File: src/rtl/mem_sig_pkg.sv
// Shared types and default address map for the data-memory signature monitor.
// Holds monitor states, stop reasons and a default-width dump record builder.
package mem_sig_pkg;

    typedef enum logic [1:0] {
        RUN   = 2'd0,
        DRAIN = 2'd1,
        DONE  = 2'd2
    } mon_state_e;

    typedef enum logic [1:0] {
        REASON_NONE   = 2'd0,
        REASON_STOP   = 2'd1,
        REASON_SIMLEN = 2'd2,
        REASON_TRAP   = 2'd3
    } stop_reason_e;

    localparam logic [63:0] DEF_STOP_ADDR = 64'h0;
    localparam logic [63:0] DEF_TRAP_ADDR = 64'h8;
    localparam logic [63:0] DEF_CH_BASE   = 64'h10;
    localparam int          CH_STRIDE     = 8;

    localparam int DEF_CH_W   = 1;
    localparam int DEF_CNT_W  = 32;
    localparam int DEF_DATA_W = 64;

    // Record layout for the default configuration (2 channels, 32-bit index, 64-bit data).
    typedef struct packed {
        logic [DEF_CH_W-1:0]   ch;
        logic [DEF_CNT_W-1:0]  idx;
        logic [DEF_DATA_W-1:0] data;
    } dump_rec_t;

    function automatic dump_rec_t make_dump_rec(input logic [DEF_CH_W-1:0]   ch,
                                                input logic [DEF_CNT_W-1:0]  idx,
                                                input logic [DEF_DATA_W-1:0] data);
        dump_rec_t r;
        r.ch   = ch;
        r.idx  = idx;
        r.data = data;
        return r;
    endfunction

    function automatic logic [63:0] chan_addr(input logic [63:0] base, input int c);
        return base + 64'(CH_STRIDE * c);
    endfunction

endpackage

File: src/rtl/mem_sig_monitor_if.sv
// Bundle of the snooped memory write port, run-length control and dump-record stream.
// master drives the memory port and consumer ready; slave is the monitor.
interface mem_sig_monitor_if #(
    parameter int ADDR_W = 64,
    parameter int DATA_W = 64,
    parameter int NUM_CH = 2,
    parameter int CNT_W  = 32
);
    localparam int CH_W = (NUM_CH > 1) ? $clog2(NUM_CH) : 1;

    logic              mem_req_i;
    logic              mem_we_i;
    logic [ADDR_W-1:0] mem_addr_i;
    logic [DATA_W-1:0] mem_wdata_i;
    logic [CNT_W-1:0]  simlen_i;
    logic              dump_valid_o;
    logic              dump_ready_i;
    logic [CH_W-1:0]   dump_ch_o;
    logic [CNT_W-1:0]  dump_idx_o;
    logic [DATA_W-1:0] dump_data_o;
    logic              done_o;
    logic [1:0]        stop_reason_o;
    logic [CNT_W-1:0]  cycle_cnt_o;
    logic [CNT_W-1:0]  drop_cnt_o;

    modport master (
        output mem_req_i, mem_we_i, mem_addr_i, mem_wdata_i, simlen_i, dump_ready_i,
        input  dump_valid_o, dump_ch_o, dump_idx_o, dump_data_o,
               done_o, stop_reason_o, cycle_cnt_o, drop_cnt_o
    );

    modport slave (
        input  mem_req_i, mem_we_i, mem_addr_i, mem_wdata_i, simlen_i, dump_ready_i,
        output dump_valid_o, dump_ch_o, dump_idx_o, dump_data_o,
               done_o, stop_reason_o, cycle_cnt_o, drop_cnt_o
    );

endinterface

File: src/rtl/mem_sig_fifo.sv
// Synchronous FIFO; head visible the cycle after push, pop_dat reads 0 when empty.
// A push while full is accepted only with a concurrent pop, otherwise ignored (caller counts it).
module mem_sig_fifo #(
    parameter int W     = 8,
    parameter int DEPTH = 8
) (
    input  logic         clk,
    input  logic         rst,
    input  logic         push,
    input  logic [W-1:0] push_dat,
    input  logic         pop,
    output logic [W-1:0] pop_dat,
    output logic         full,
    output logic         empty
);
    localparam int AW = $clog2(DEPTH);

    logic [W-1:0] mem [DEPTH];
    logic [AW:0]  wr_ptr;
    logic [AW:0]  rd_ptr;
    logic         do_push;
    logic         do_pop;

    assign empty   = (wr_ptr == rd_ptr);
    assign full    = (wr_ptr[AW] != rd_ptr[AW]) && (wr_ptr[AW-1:0] == rd_ptr[AW-1:0]);
    assign do_pop  = pop && !empty;
    assign do_push = push && (!full || do_pop);
    assign pop_dat = empty ? '0 : mem[rd_ptr[AW-1:0]];

    always_ff @(posedge clk) begin
        if (rst) begin
            wr_ptr <= '0;
            rd_ptr <= '0;
        end else begin
            if (do_push) wr_ptr <= wr_ptr + 1'b1;
            if (do_pop)  rd_ptr <= rd_ptr + 1'b1;
        end
    end

    always_ff @(posedge clk) begin
        if (do_push) mem[wr_ptr[AW-1:0]] <= push_dat;
    end

endmodule

File: src/rtl/mem_sig_monitor.sv
// Snoops data-memory writes for stop/trap/dump signatures; dumps leave one cycle after the write via a ready/valid FIFO.
// Full FIFO drops new records (counted); MEM_SIG_TRAP_STOP_EN makes a trap write start the drain like a stop.
module mem_sig_monitor
    import mem_sig_pkg::*;
#(
    parameter int                ADDR_W     = 64,
    parameter int                DATA_W     = 64,
    parameter int                NUM_CH     = 2,
    parameter logic [ADDR_W-1:0] CH_BASE    = ADDR_W'(DEF_CH_BASE),
    parameter logic [ADDR_W-1:0] STOP_ADDR  = ADDR_W'(DEF_STOP_ADDR),
    parameter logic [ADDR_W-1:0] TRAP_ADDR  = ADDR_W'(DEF_TRAP_ADDR),
    parameter int                STOP_DRAIN = 50,
    parameter int                FIFO_DEPTH = 8,
    parameter int                CNT_W      = 32
) (
    input  logic clk_i,
    input  logic rst_i,
    mem_sig_monitor_if.slave bus
);
    localparam int CH_W = (NUM_CH > 1) ? $clog2(NUM_CH) : 1;

`ifdef MEM_SIG_TRAP_STOP_EN
    localparam bit TRAP_STOP_EN = 1'b1;
`else
    localparam bit TRAP_STOP_EN = 1'b0;
`endif

    typedef struct packed {
        logic [CH_W-1:0]   ch;
        logic [CNT_W-1:0]  idx;
        logic [DATA_W-1:0] data;
    } rec_t;

    mon_state_e   state, state_nxt;
    stop_reason_e reason, reason_nxt;
    logic [CNT_W-1:0] drain_cnt, drain_nxt;
    logic [CNT_W-1:0] cycle_cnt;
    logic [CNT_W-1:0] drop_cnt;
    logic [CNT_W-1:0] idx_q [NUM_CH];

    logic            wr;
    logic            stop_hit;
    logic            trap_hit;
    logic            simlen_hit;
    logic            ch_hit;
    logic [CH_W-1:0] ch_sel;
    logic            push_req;
    logic            pop;
    logic            drop;
    logic            fifo_full;
    logic            fifo_empty;
    rec_t            push_rec;
    rec_t            head_rec;

    assign wr         = bus.mem_req_i && bus.mem_we_i;
    assign stop_hit   = wr && (bus.mem_addr_i == STOP_ADDR);
    assign trap_hit   = TRAP_STOP_EN && wr && (bus.mem_addr_i == TRAP_ADDR);
    assign simlen_hit = (state != DONE) && (bus.simlen_i != '0) &&
                        (cycle_cnt == bus.simlen_i - CNT_W'(1));

    // The drain is counted so that DONE is entered STOP_DRAIN+1 cycles after the stop write.
    always_comb begin
        state_nxt  = state;
        drain_nxt  = drain_cnt;
        reason_nxt = reason;
        case (state)
            RUN: begin
                if (simlen_hit) begin
                    state_nxt  = DONE;
                    reason_nxt = REASON_SIMLEN;
                end else if (stop_hit || trap_hit) begin
                    reason_nxt = stop_hit ? REASON_STOP : REASON_TRAP;
                    drain_nxt  = CNT_W'(STOP_DRAIN);
                    state_nxt  = (STOP_DRAIN == 0) ? DONE : DRAIN;
                end
            end
            DRAIN: begin
                if (simlen_hit) begin
                    state_nxt  = DONE;
                    reason_nxt = REASON_SIMLEN;
                end else if (drain_cnt <= CNT_W'(1)) begin
                    state_nxt = DONE;
                    drain_nxt = '0;
                end else begin
                    drain_nxt = drain_cnt - CNT_W'(1);
                end
            end
            default: begin
                state_nxt = DONE;
            end
        endcase
    end

    always_ff @(posedge clk_i) begin
        if (rst_i) begin
            state     <= RUN;
            reason    <= REASON_NONE;
            drain_cnt <= '0;
            cycle_cnt <= '0;
        end else begin
            state     <= state_nxt;
            reason    <= reason_nxt;
            drain_cnt <= drain_nxt;
            if (state != DONE) cycle_cnt <= cycle_cnt + CNT_W'(1);
        end
    end

    always_comb begin
        ch_hit = 1'b0;
        ch_sel = '0;
        for (int c = 0; c < NUM_CH; c++) begin
            if (bus.mem_addr_i == CH_BASE + ADDR_W'(CH_STRIDE * c)) begin
                ch_hit = 1'b1;
                ch_sel = CH_W'(c);
            end
        end
    end

    assign push_req      = wr && ch_hit && (state == RUN);
    assign push_rec.ch   = ch_sel;
    assign push_rec.idx  = idx_q[ch_sel];
    assign push_rec.data = bus.mem_wdata_i;

    // The index advances on every captured dump, whether or not the FIFO had room.
    always_ff @(posedge clk_i) begin
        if (rst_i) begin
            for (int c = 0; c < NUM_CH; c++) idx_q[c] <= '0;
        end else if (push_req) begin
            idx_q[ch_sel] <= idx_q[ch_sel] + CNT_W'(1);
        end
    end

    assign pop  = bus.dump_ready_i && !fifo_empty;
    assign drop = push_req && fifo_full && !pop;

    always_ff @(posedge clk_i) begin
        if (rst_i) begin
            drop_cnt <= '0;
        end else if (drop && (drop_cnt != '1)) begin
            drop_cnt <= drop_cnt + CNT_W'(1);
        end
    end

    mem_sig_fifo #(
        .W     ($bits(rec_t)),
        .DEPTH (FIFO_DEPTH)
    ) u_fifo (
        .clk      (clk_i),
        .rst      (rst_i),
        .push     (push_req),
        .push_dat (push_rec),
        .pop      (pop),
        .pop_dat  (head_rec),
        .full     (fifo_full),
        .empty    (fifo_empty)
    );

    assign bus.dump_valid_o  = !fifo_empty;
    assign bus.dump_ch_o     = head_rec.ch;
    assign bus.dump_idx_o    = head_rec.idx;
    assign bus.dump_data_o   = head_rec.data;
    assign bus.done_o        = (state == DONE);
    assign bus.stop_reason_o = reason;
    assign bus.cycle_cnt_o   = cycle_cnt;
    assign bus.drop_cnt_o    = drop_cnt;

endmodule

File: src/flat_wrapper.sv
// flat-port wrapper written by rule: the top's interface ports become plain ports
module mem_sig_monitor_flat import mem_sig_pkg::*;
#(
    parameter int                ADDR_W     = 64,
    parameter int                DATA_W     = 64,
    parameter int                NUM_CH     = 2,
    parameter logic [ADDR_W-1:0] CH_BASE    = ADDR_W'(DEF_CH_BASE),
    parameter logic [ADDR_W-1:0] STOP_ADDR  = ADDR_W'(DEF_STOP_ADDR),
    parameter logic [ADDR_W-1:0] TRAP_ADDR  = ADDR_W'(DEF_TRAP_ADDR),
    parameter int                STOP_DRAIN = 50,
    parameter int                FIFO_DEPTH = 8,
    parameter int                CNT_W      = 32
)
  (clk_i, rst_i, bus_mem_req_i, bus_mem_we_i, bus_mem_addr_i, bus_mem_wdata_i, bus_simlen_i, bus_dump_ready_i, bus_dump_valid_o, bus_dump_ch_o, bus_dump_idx_o, bus_dump_data_o, bus_done_o, bus_stop_reason_o, bus_cycle_cnt_o, bus_drop_cnt_o);
  mem_sig_monitor_if #(.ADDR_W(ADDR_W), .DATA_W(DATA_W), .NUM_CH(NUM_CH), .CNT_W(CNT_W)) bus_i ();
  input  logic clk_i;
  input  logic rst_i;
  input wire logic [$bits(bus_i.mem_req_i)-1:0] bus_mem_req_i;
  input wire logic [$bits(bus_i.mem_we_i)-1:0] bus_mem_we_i;
  input wire logic [$bits(bus_i.mem_addr_i)-1:0] bus_mem_addr_i;
  input wire logic [$bits(bus_i.mem_wdata_i)-1:0] bus_mem_wdata_i;
  input wire logic [$bits(bus_i.simlen_i)-1:0] bus_simlen_i;
  input wire logic [$bits(bus_i.dump_ready_i)-1:0] bus_dump_ready_i;
  output wire logic [$bits(bus_i.dump_valid_o)-1:0] bus_dump_valid_o;
  output wire logic [$bits(bus_i.dump_ch_o)-1:0] bus_dump_ch_o;
  output wire logic [$bits(bus_i.dump_idx_o)-1:0] bus_dump_idx_o;
  output wire logic [$bits(bus_i.dump_data_o)-1:0] bus_dump_data_o;
  output wire logic [$bits(bus_i.done_o)-1:0] bus_done_o;
  output wire logic [$bits(bus_i.stop_reason_o)-1:0] bus_stop_reason_o;
  output wire logic [$bits(bus_i.cycle_cnt_o)-1:0] bus_cycle_cnt_o;
  output wire logic [$bits(bus_i.drop_cnt_o)-1:0] bus_drop_cnt_o;
  assign bus_i.mem_req_i = bus_mem_req_i;
  assign bus_i.mem_we_i = bus_mem_we_i;
  assign bus_i.mem_addr_i = bus_mem_addr_i;
  assign bus_i.mem_wdata_i = bus_mem_wdata_i;
  assign bus_i.simlen_i = bus_simlen_i;
  assign bus_i.dump_ready_i = bus_dump_ready_i;
  assign bus_dump_valid_o = bus_i.dump_valid_o;
  assign bus_dump_ch_o = bus_i.dump_ch_o;
  assign bus_dump_idx_o = bus_i.dump_idx_o;
  assign bus_dump_data_o = bus_i.dump_data_o;
  assign bus_done_o = bus_i.done_o;
  assign bus_stop_reason_o = bus_i.stop_reason_o;
  assign bus_cycle_cnt_o = bus_i.cycle_cnt_o;
  assign bus_drop_cnt_o = bus_i.drop_cnt_o;
  mem_sig_monitor #(.ADDR_W(ADDR_W), .DATA_W(DATA_W), .NUM_CH(NUM_CH), .CH_BASE(CH_BASE), .STOP_ADDR(STOP_ADDR), .TRAP_ADDR(TRAP_ADDR), .STOP_DRAIN(STOP_DRAIN), .FIFO_DEPTH(FIFO_DEPTH), .CNT_W(CNT_W)) u_core (.clk_i(clk_i), .rst_i(rst_i), .bus(bus_i));
endmodule
File: config.mk
export PLATFORM = sky130hd
export DESIGN_NAME = mem_sig_monitor_flat
export DESIGN_NICKNAME = d
export VERILOG_FILES = /design/src/rtl/mem_sig_pkg.sv /design/src/rtl/mem_sig_monitor_if.sv /design/src/rtl/mem_sig_fifo.sv /design/src/rtl/mem_sig_monitor.sv /design/src/flat_wrapper.sv
export SDC_FILE = /design/constraint.sdc
export NUM_CORES = 1
export LEC_CHECK = 0
export BUFFER_PORTS_ARGS = -buffer_cell sky130_fd_sc_hd__buf_2
export CORE_ASPECT_RATIO = 0.9
export CORE_MARGIN = 3
export CORE_UTILIZATION = 60
export DETAILED_ROUTE_END_ITERATION = 7
export PLACE_DENSITY = 0.87
export SYNTH_ARGS = -nofsm -noshare
export SYNTH_HDL_FRONTEND = slang
export SYNTH_SLANG_ARGS = --single-unit
File: constraint.sdc
create_clock -name clk_i -period 14.15 [get_ports clk_i]
set_input_delay 2.83 -clock clk_i [delete_from_list [all_inputs] [get_ports clk_i]]
set_output_delay 2.83 -clock clk_i [all_outputs]
set_load 0.1 [all_outputs]
==> metrics.cfg, run 1 <==
[power_and_ir_drop]
switchingPower_mw = 1.163
powerDensity_nw_per_um2 = 125.5
switching_share_pct = 20.63
leakage_nw = 14.73
p_comb_share_pct = 2.0
power_mw = 5.639
seqPwrFrac_pct = 54.4
p_int_mw = 4.476
pwr-share-clk_pct = 43.6
ir_drop_uv = 108.2

[timing]
finalMaxSlewViolations = 0
holdWs_ns = 0.4722
worst_slew_pin_slew_ns = 1.472
relSlewSlack_pct = 1.865
setup_violations = 0
period_needed_ns = 7.362
finalSetupTns_ns = 0
fmax_mhz = 135.8
skew_ns = 0.05212
final_hold_viol_count = 0
rsz0062_at_grt = no
layout_worst_path_cycle_share_pct = 52.03

[final_layout]
nNetsFinal = 2919
final_cell_mix = edfxtp_1 (840), buf_2 (328), nor2_1 (305)
drive_gt1_share_pct = 26.36
syn_to_final_growth_pct = 14.40
final_common_cell = edfxtp_1

[clock_network]
cts_resized = 0
cts_sinks = 951
path_clk_slew_ns = 0.06
clk_path_buf_depth = 3
cts_root_buf = clkbuf_16
cts_setup_buffers = 0
holdBufCountCts = 0
cts_buffers = 91
cts_max_level = 3
clk_latency_ns = 0.68
cts_tree = built

[critical_path]
cp.depth = 6
timing.rr.end = u_core.u_fifo.mem[7][76]$_DFFE_PP_
cp_max_fo = 110
ff2ff_setup_slack_ns = 10.38
max_stage_delay_ns = 0.97
end_kind = output port
rr_worst_depth = 8
critPathLaunchType = flip-flop
path_cells = buf_12, buf_4, mux4_2, mux2i_1, nor2_1, buf_2
endpoint = bus_dump_data_o[4]
cp_num_buf_inv = 3
required_ns = 11.32
worstSetupPathType = flip-flop to output port
cp_slowest_cell = buf_4
cp_top_family = buffers and inverters
r2r-start = u_core.u_fifo.wr_ptr[0]$_SDFFE_PP0P_
cp.arrival_ns = 4.53

[route]
drc_errors = 0
dr.pass1.iters = 5
wire_per_inst_um = 26.02
wirelength_um = 95720
antenna_left = 0
drt-initial-drc-count = 2656
vias = 23530
via_per_inst = 6.395

[logic_synthesis]
avgSynthCellArea_um2 = 16.36
synth_nets = 2575
synth_ff_type = edfxtp_1
yosys.area.top_type = edfxtp_1
yosys-top-cells-area = edfxtp_1 (64%), mux4_2 (11%), dfxtp_1 (5.7%), nor2_1 (2.9%), mux2i_1 (2.9%)
synth_cell_type_count = 63
syn-cell-area_um2 = 39280
netlist.area_leader.share_pct = 64.21
ys_ff_latch = 951
synth-edff-count = 840
synth_cells = 2401
ys_warn_count = 0
seq_area_frac_synth_pct = 69.87
async_flop_share_pct = 0

[grt]
grtUsageTotal_pct = 28.07
grt_start_max_net_pins = 170
grt_pass1_wl_um = 146100
gr-total-overflow = 0
antenna_found_initial = 5
grt_pass1_vias = 24340

[floorplan]
rows = 88
coreArea_um2 = 64410
die_area_um2 = 68580
io_pins = 330
die_h_um = 248.7
die_x_um = 275.7
start_util_pct = 60.98

[place]
portBuffers = 329
gp_congestion = 0.9196
dp_hpwl_um = 52860

[run]
maxCapViolCount = 0

[run_status]
status = finished, final reports clean

[worst_hold_path]
min_path_type = flip-flop to flip-flop

==> synthesized netlist by cell type (3+ instances only) <==
master	number
a21oi_1	51
a31o_2	3
a31oi_1	6
and2_1	7
and3_1	20
and4_1	5
buf_1	29
buf_2	4
clkbuf_1	77
dfxtp_1	111
edfxtp_1	840
ha_1	9
inv_1	26
mux2_2	26
mux2i_1	115
mux4_2	194
nand2_1	80
nand2b_1	11
nand3_1	51
nand3b_1	4
nand4_1	42
nor2_1	307
nor2b_1	11
nor3_1	45
nor3b_1	11
nor4_1	26
nor4b_1	3
o211ai_1	5
o21ai_0	46
o31ai_1	6
or2_2	7
or3_1	24
or4_1	22
xnor2_1	65
xor2_1	76
==> area by class of cell <==
class	instances	area (um2)
clock buffer	110	2349
antenna	2	5.005
tap	855	1070
multi-input combinational	1311	11350
timing repair buffer	363	1929
fill	3873	19470
sequential	951	27460
clock inverter	60	676.9
inverter	27	101.3
==> power by group through the flow <==
stage | Sequential (mW) | Clock [mW] | Combinational, mW
2_1_floorplan | 3.13 | 0 | 0.0441
3_3_place_gp | 3.12 | 0 | 0.102
3_5_place_dp | 3.13 | 0 | 0.111
4_1_cts | 3.07 | 2.49 | 0.114
5_1_grt | 3.07 | 2.58 | 0.124
6_report | 3.07 | 2.46 | 0.115
==> cells by family after synthesis <==
group           Yosys count  synth area share (%)
simple gates            684                 8.361
compound gates          142                 2.160
xor+xnor                141                 3.144
buf+inv                 139                 1.379
fa+ha+maj                 9                0.2867
mux                     335                 14.80
flops                   951                 69.87
==> worst register-to-register path: cells and delay by family (launching register included) <==
family | cells | cell delay (ns)
buf+inv | 2 | 1.38
simple gates | 5 | 1.31
flops | 1 | 0.60
xor+xnor | 1 | 0.12
==> layer usage <==
metal | GRT usage [%] | part of all wire [%]
met1 | 36.24 | 36
met2 | 48.28 | 51
met3 | 5.576 | 9.0
met4 | 8.929 | 3.2
met5 | 0 | 0.048
==> per-stage QoR <==
step	instance area (um2)	std cells	setup slack [ns]	utilization [%]
final	44940	3679	6.788	69.77
after floorplan	39280	2401	1.998	-
after CTS	44930	3677	6.606	69.76
after global routing	44940	3678	6.312	69.76
after global placement	41910	3507	6.919	65.06
after detailed placement	41910	3507	6.731	65.06
==> flip-flops by register name, summed over array words and instances (netlist names), named ones only <==
register                  flops
u_core.state                  2
u_core.drain_cnt             32
u_core.u_fifo.rd_ptr          4
u_core.bus.stop_reason_o      2
u_core.bus.drop_cnt_o        32
u_core.bus.cycle_cnt_o       32
u_core.u_fifo.wr_ptr          4
u_core.idx_q                 64
u_core.u_fifo.mem           776
==> worst min-delay path by stage <==
stage	slack [ns]	endpoint	start	cells after the start
finish	0.47	u_core.drain_cnt[8]$_SDFFE_PP0P_	u_core.drain_cnt[8]$_SDFFE_PP0P_	2
global route	0.50	u_core.bus.stop_reason_o[1]$_SDFFE_PP0P_	u_core.bus.stop_reason_o[1]$_SDFFE_PP0P_	2
CTS	0.48	u_core.drain_cnt[8]$_SDFFE_PP0P_	u_core.drain_cnt[8]$_SDFFE_PP0P_	2
detailed placement	0.46	u_core.drain_cnt[8]$_SDFFE_PP0P_	u_core.drain_cnt[8]$_SDFFE_PP0P_	2
global placement	0.45	u_core.drain_cnt[8]$_SDFFE_PP0P_	u_core.drain_cnt[8]$_SDFFE_PP0P_	2
floorplan	0.44	u_core.drain_cnt[5]$_SDFFE_PP0P_	u_core.drain_cnt[5]$_SDFFE_PP0P_	2
Power figures use the tool's default switching activity.
==> run 2: changes to the inputs <==
- clock period: 14.15 -> 7.55 ns (I/O delays scaled with it)
==> run 2 against run 1 <==
- clock skew shrank 0.010 ns
- non-clock buffer count grew 4
- hold slack lost 0.013 ns
- sequential power grew 87%
- worst setup slack lost 4.6 ns
- register-to-register slack lost 6.6 ns
- sequential share of layout area shrank 0.33 points
- first-iteration DRC count grew 4.1%
- die area is the same
- clock power grew 91%
- global-route usage shrank 0.10 points
- critical path type is now input port to flip-flop
- cell count grew 0.16%
==> metrics.cfg, run 2 (synthesized netlist as in run 1, its figures left out) <==
[run_status]
status = finished, final reports clean  ; unchanged

[clock_network]
cts_max_level = 3  ; unchanged
path_clk_slew_ns = 0.06  ; about the same
cts_buffers = 91  ; unchanged
holdBufCountCts = 0  ; unchanged
clk_path_buf_depth = 3  ; unchanged
cts_resized = 0  ; unchanged
cts_setup_buffers = 0  ; unchanged
cts_root_buf = clkbuf_16  ; unchanged
cts_sinks = 951  ; unchanged
clk_latency_ns = 0.66  ; was 0.68 ns
cts_tree = built  ; unchanged

[final_layout]
largest_reg_flops = 776  ; unchanged
final_cell_mix = edfxtp_1 (840), buf_2 (328), nor2_1 (305)  ; unchanged
final_common_cell = edfxtp_1  ; unchanged
drive_gt1_share_pct = 26.46  ; was 26.36%
fin_area_um2 = 45180  ; was 44940 um2
syn_to_final_growth_pct = 15.02  ; was 14.40%
nNetsFinal = 2923  ; was 2919

[floorplan]
start_util_pct = 60.98  ; unchanged
die_area_um2 = 68580  ; unchanged
io_pins = 330  ; unchanged
coreArea_um2 = 64410  ; unchanged
die_h_um = 248.7  ; unchanged
die_x_um = 275.7  ; unchanged
rows = 88  ; unchanged

[place]
portBuffers = 329  ; unchanged
dp_hpwl_um = 53140  ; was 52860 um
placed_area_um2 = 42080  ; was 41910 um2
gp_congestion = 0.8885  ; was 0.9196

[worst_hold_path]
min_path_type = flip-flop to flip-flop  ; unchanged

[timing]
final_hold_viol_count = 0  ; unchanged
fmax_mhz = 185.2
period_needed_ns = 5.400
layout_worst_path_cycle_share_pct = 71.52
holdWs_ns = 0.4591  ; was 0.4722 ns
skew_ns = 0.04183  ; was 0.05212 ns
setup_violations = 0  ; unchanged
worst_slew_pin_slew_ns = 1.235  ; was 1.472 ns
relSlewSlack_pct = 17.36  ; was 1.865%
rsz0062_at_grt = no  ; unchanged
finalMaxSlewViolations = 0  ; unchanged

[critical_path]
required_ns = 8.10  ; was 11.32 ns
worstSetupPathType = input port to flip-flop  ; was flip-flop to output port
cp_max_fo = 64  ; was 110
end_kind = flip-flop  ; was output port
cp.arrival_ns = 5.95  ; was 4.53 ns
critPathLaunchType = input port  ; was flip-flop

[route]
drt-initial-drc-count = 2765  ; was 2656
dr.pass1.iters = 7  ; was 5
antenna_left = 0  ; unchanged
wirelength_um = 95450  ; was 95720 um
wire_per_inst_um = 25.90  ; was 26.02 um
drc_errors = 0  ; unchanged
via_per_inst = 6.411  ; was 6.395
vias = 23620  ; was 23530

[grt]
grt_start_max_net_pins = 111  ; was 170
antenna_found_initial = 9  ; was 5
grt_pass1_wl_um = 145800  ; was 146100 um
grtUsageTotal_pct = 27.97  ; was 28.07%
grt_pass1_vias = 24360  ; was 24340
gr-total-overflow = 0  ; unchanged

[run]
maxCapViolCount = 0  ; unchanged

[power_and_ir_drop]
powerDensity_nw_per_um2 = 236.0  ; was 125.5 nW/um2
leakage_nw = 14.79  ; was 14.73 nW
ir_drop_uv = 206.2  ; was 108.2 uV

[run 2: cell count changes in the layout (fill, tap and decap cells not counted), sizes merged]
| cell | previous run | this run |
|---|---|---|
| diode | 2 | 7 |
| inv | 29 | 30 |
| clkbuf | 110 | 112 |
| buf | 363 | 367 |
| clkinv | 42 | 30 |
| bufinv | 10 | 12 |
| clkinvlp | 6 | 10 |
[run 2: stage by stage]
step                setup TNS, ns  total power, mW  setup WS [ns]  std cells  util (%)
floorplan                 -909.83            5.947         -3.282       2401         -
global placement                0            6.045          1.847       3511     65.33
detailed placement              0            6.062          1.553       3511     65.33
CTS                             0            10.71          2.214       3678     70.11
global route                    0            10.94          1.945       3684     70.14
finish                          0            10.66          2.150       3685     70.14
[run 2: path summary, 6_finish.rpt]
| kind | slack (ns) | end | depth (start not counted) | from |
|---|---|---|---|---|
| max | 2.15 | u_core.drain_cnt[27]$_SDFFE_PP0P_ | 12 | bus_simlen_i[0] |
| min | 0.46 | u_core.bus.stop_reason_o[1]$_SDFFE_PP0P_ | 2 | u_core.bus.stop_reason_o[1]$_SDFFE_PP0P_ |
| max reg2reg | 3.79 | u_core.drain_cnt[19]$_SDFFE_PP0P_ | 10 | u_core.drain_cnt[2]$_SDFFE_PP0P_ |
| min reg2reg | 0.46 | u_core.bus.stop_reason_o[1]$_SDFFE_PP0P_ | 2 | u_core.bus.stop_reason_o[1]$_SDFFE_PP0P_ |
[run 2: cell type report]
| cell class | count | area [um2] |
|---|---|---|
| Fill cell | 3838 | 19230 |
| Multi-Input combinational cell | 1311 | 11370 |
| Sequential cell | 951 | 27460 |
| Tap cell | 855 | 1070 |
| Inverter | 27 | 101.3 |
| Timing Repair Buffer | 367 | 2085 |
| Clock inverter | 55 | 704.4 |
| Antenna cell | 7 | 17.52 |
| Clock buffer | 112 | 2376 |
[run 2: worst max-delay path, stage by stage]
cell and delay, ns:
buf_2 0.12, inv_1 0.08, ha_1 0.21, or3b_1 0.43, or4_1 0.71, or4_1 0.54
a21oi_1 0.16, nand4_1 0.11, or4_4 0.58, o21ai_4 0.97, o21ai_0 0.28, a21oi_1 0.21
[run 2: layer usage]
metal	global-route usage [%]	share of wire, %	vias to the layer above
met5	0	0.041	-
met4	9.559	2.9	6
met3	5.682	9.0	198
met2	47.58	52	1383
met1	36.23	37	11980
li1	-	-	10060
[run 2: where the power goes]
| group | switching, mW | internal, mW | total, mW | leakage [nW] |
|---|---|---|---|---|
| sequential | 0.0183 | 5.73 | 5.75 | 8.46 |
| combinational | 0.145 | 0.0674 | 0.212 | 4.87 |
| clock | 2.02 | 2.68 | 4.70 | 1.46 |
| total | 2.19 | 8.48 | 10.7 | 14.8 |
==> run 3: changes to the inputs <==
- clock period: 7.55 -> 5 ns (I/O delays scaled with it)
==> run 3 against run 2 <==
- die area did not move
- global-route usage rose by 0.48 points
- largest cell class unchanged
- critical path depth fell by 6
==> metrics.cfg, run 3 (synthesized netlist as in run 1, its figures left out) <==
[timing]
setup_violations = 0  ; unchanged
skew_ns = 0.03345  ; was 0.04183 ns
finalMaxSlewViolations = 0  ; unchanged
final_hold_viol_count = 0  ; unchanged
fmax_mhz = 227.2
layout_worst_path_cycle_share_pct = 88.04
worst_slew_pin_slew_ns = 1.189  ; was 1.235 ns
holdWs_ns = 0.4576  ; was 0.4591 ns
relSlewSlack_pct = 20.11  ; was 17.36%
period_needed_ns = 4.402
rsz0062_at_grt = no  ; unchanged
setup_slack_ns = 0.5981  ; was 2.150 ns

[floorplan]
coreArea_um2 = 64410  ; unchanged
io_pins = 330  ; unchanged
rows = 88  ; unchanged
die_h_um = 248.7  ; unchanged
die_area_um2 = 68580  ; unchanged
start_util_pct = 60.98  ; unchanged
die_x_um = 275.7  ; unchanged

[critical_path]
ff2ff_setup_slack_ns = 1.07  ; was 3.79 ns
cp_slowest_cell = dfxtp_1  ; was o21ai_4
cp_top_family = simple AND/OR/NAND/NOR gates  ; unchanged
cp.arrival_ns = 3.40  ; was 5.95 ns
end_kind = output port  ; was flip-flop
r2r-start = u_core.drain_cnt[2]$_SDFFE_PP0P_  ; unchanged
cp_max_fo = 25  ; was 64
max_stage_delay_ns = 0.74  ; was 0.97 ns
required_ns = 4.00  ; was 8.10 ns
cp_num_buf_inv = 2  ; unchanged
critPathLaunchType = flip-flop  ; was input port
path_cells = xnor2_1, nand3_1, nor2b_4, buf_4, nor2_1, buf_2  ; was buf_2, inv_1, ha_1, or3b_1, or4_1, or4_1, a21oi_1, nand4_1, or4_4, o21ai_4, o21ai_0, a21oi_1
worstSetupPathType = flip-flop to output port  ; was input port to flip-flop
cp-startpoint = u_core.u_fifo.wr_ptr[0]$_SDFFE_PP0P_  ; was bus_simlen_i[0]

[clock_network]
cts_tree = built  ; unchanged
clk_latency_ns = 0.66  ; about the same
cts_setup_buffers = 0  ; unchanged
cts_root_buf = clkbuf_16  ; unchanged
path_clk_slew_ns = 0.06  ; about the same
cts_max_level = 3  ; unchanged
holdBufCountCts = 0  ; unchanged
cts_resized = 0  ; unchanged
cts_sinks = 951  ; unchanged
clk_path_buf_depth = 3  ; unchanged
cts_buffers = 92  ; was 91

[final_layout]
drive_gt1_share_pct = 27.43  ; was 26.46%
nNetsFinal = 2947  ; was 2923
largest_reg_flops = 776  ; unchanged
final_common_cell = edfxtp_1  ; unchanged
fin_area_um2 = 45530  ; was 45180 um2
final_cell_mix = edfxtp_1 (840), buf_2 (328), nor2_1 (305)  ; unchanged
syn_to_final_growth_pct = 15.90  ; was 15.02%

[place]
dp_hpwl_um = 55030  ; was 53140 um
portBuffers = 329  ; unchanged
pre_cts_slack_ns = 0.2690  ; was 1.553 ns
placed_area_um2 = 42540  ; was 42080 um2
gp_congestion = 0.8993  ; was 0.8885

[grt]
grt_pass1_wl_um = 147700  ; was 145800 um
grt_pass1_vias = 24050  ; was 24360
antenna_found_initial = 13  ; was 9
grt_start_max_net_pins = 91  ; was 111
grtUsageTotal_pct = 28.45  ; was 27.97%
gr-total-overflow = 0  ; unchanged

[route]
via_per_inst = 6.447  ; was 6.411
antenna_left = 0  ; unchanged
vias = 23930  ; was 23620
wirelength_um = 96850  ; was 95450 um
drc_errors = 0  ; unchanged
dr.pass1.iters = 5  ; was 7
drt-initial-drc-count = 2570  ; was 2765
wire_per_inst_um = 26.09  ; was 25.90 um

[run]
maxCapViolCount = 0  ; unchanged

[worst_hold_path]
hp-start = u_core.bus.stop_reason_o[1]$_SDFFE_PP0P_  ; unchanged
min_path_type = flip-flop to flip-flop  ; unchanged

[power_and_ir_drop]
powerDensity_nw_per_um2 = 347.6  ; was 236.0 nW/um2
leakage_nw = 14.94  ; was 14.79 nW
ir_drop_uv = 302.3  ; was 206.2 uV
power_mw = 15.83  ; was 10.66 mW

[run_status]
status = finished, final reports clean  ; unchanged

-- run 3: changes by cell type in the layout (fill, tap and decap cells not counted), sizes merged --
| cell | change |
|---|---|
| clkinvlp | -4 |
| bufinv | -6 |
| buf | +23 |
| clkinv | +10 |
| diode | +3 |
| clkbuf | +1 |
-- run 3: through the flow --
| step | util [%] | TNS (ns) | instances |
|---|---|---|---|
| 2_1_floorplan | - | -191.77 | 2401 |
| 3_3_place_gp | 66.04 | 0 | 3534 |
| 3_5_place_dp | 66.04 | 0 | 3534 |
| 4_1_cts | 70.64 | 0 | 3702 |
| 5_1_grt | 70.67 | 0 | 3709 |
| 6_report | 70.68 | 0 | 3712 |
-- run 3: report_power, final --
part	switching [mW]	internal, mW
Sequential	0.0292	8.65
Combinational	0.225	0.104
Clock	3.04	3.78
-- run 3: path summary, 6_finish.rpt --
kind                                                                 end  cells after the start
worst max-delay path                                  bus_dump_idx_o[25]                      6
worst min-delay path            u_core.bus.stop_reason_o[1]$_SDFFE_PP0P_                      2
worst max register to register         u_core.drain_cnt[26]$_SDFFE_PP0P_                      9
worst min register to register  u_core.bus.stop_reason_o[1]$_SDFFE_PP0P_                      2
-- run 3: final cells by class --
type                       count  area (um2)
clock buffer                 113        2411
fill                        3810       18880
sequential                   951       27460
tap                          855        1070
multi-input combinational   1311       11470
antenna                       10       25.02
inverter                      27       101.3
timing repair buffer         390        2445
clock inverter                55       553.0
-- run 3: worst min-delay path, delay by kind of cell, from the launching register on --
kind / cells / cell delay (ns)
AO/OA/AOI/OAI: 1 / 0.05
flip-flops: 1 / 0.30
AND/OR/NAND/NOR: 1 / 0.06
-- run 3: layer usage --
layer | share of wire, % | up-vias | global-route usage [%]
met5 | 0.047 | - | 0
met4 | 3.3 | 6 | 8.854
met3 | 8.7 | 246 | 5.239
met2 | 51 | 1486 | 47.98
met1 | 37 | 12070 | 38.07
li1 | - | 10120 | -
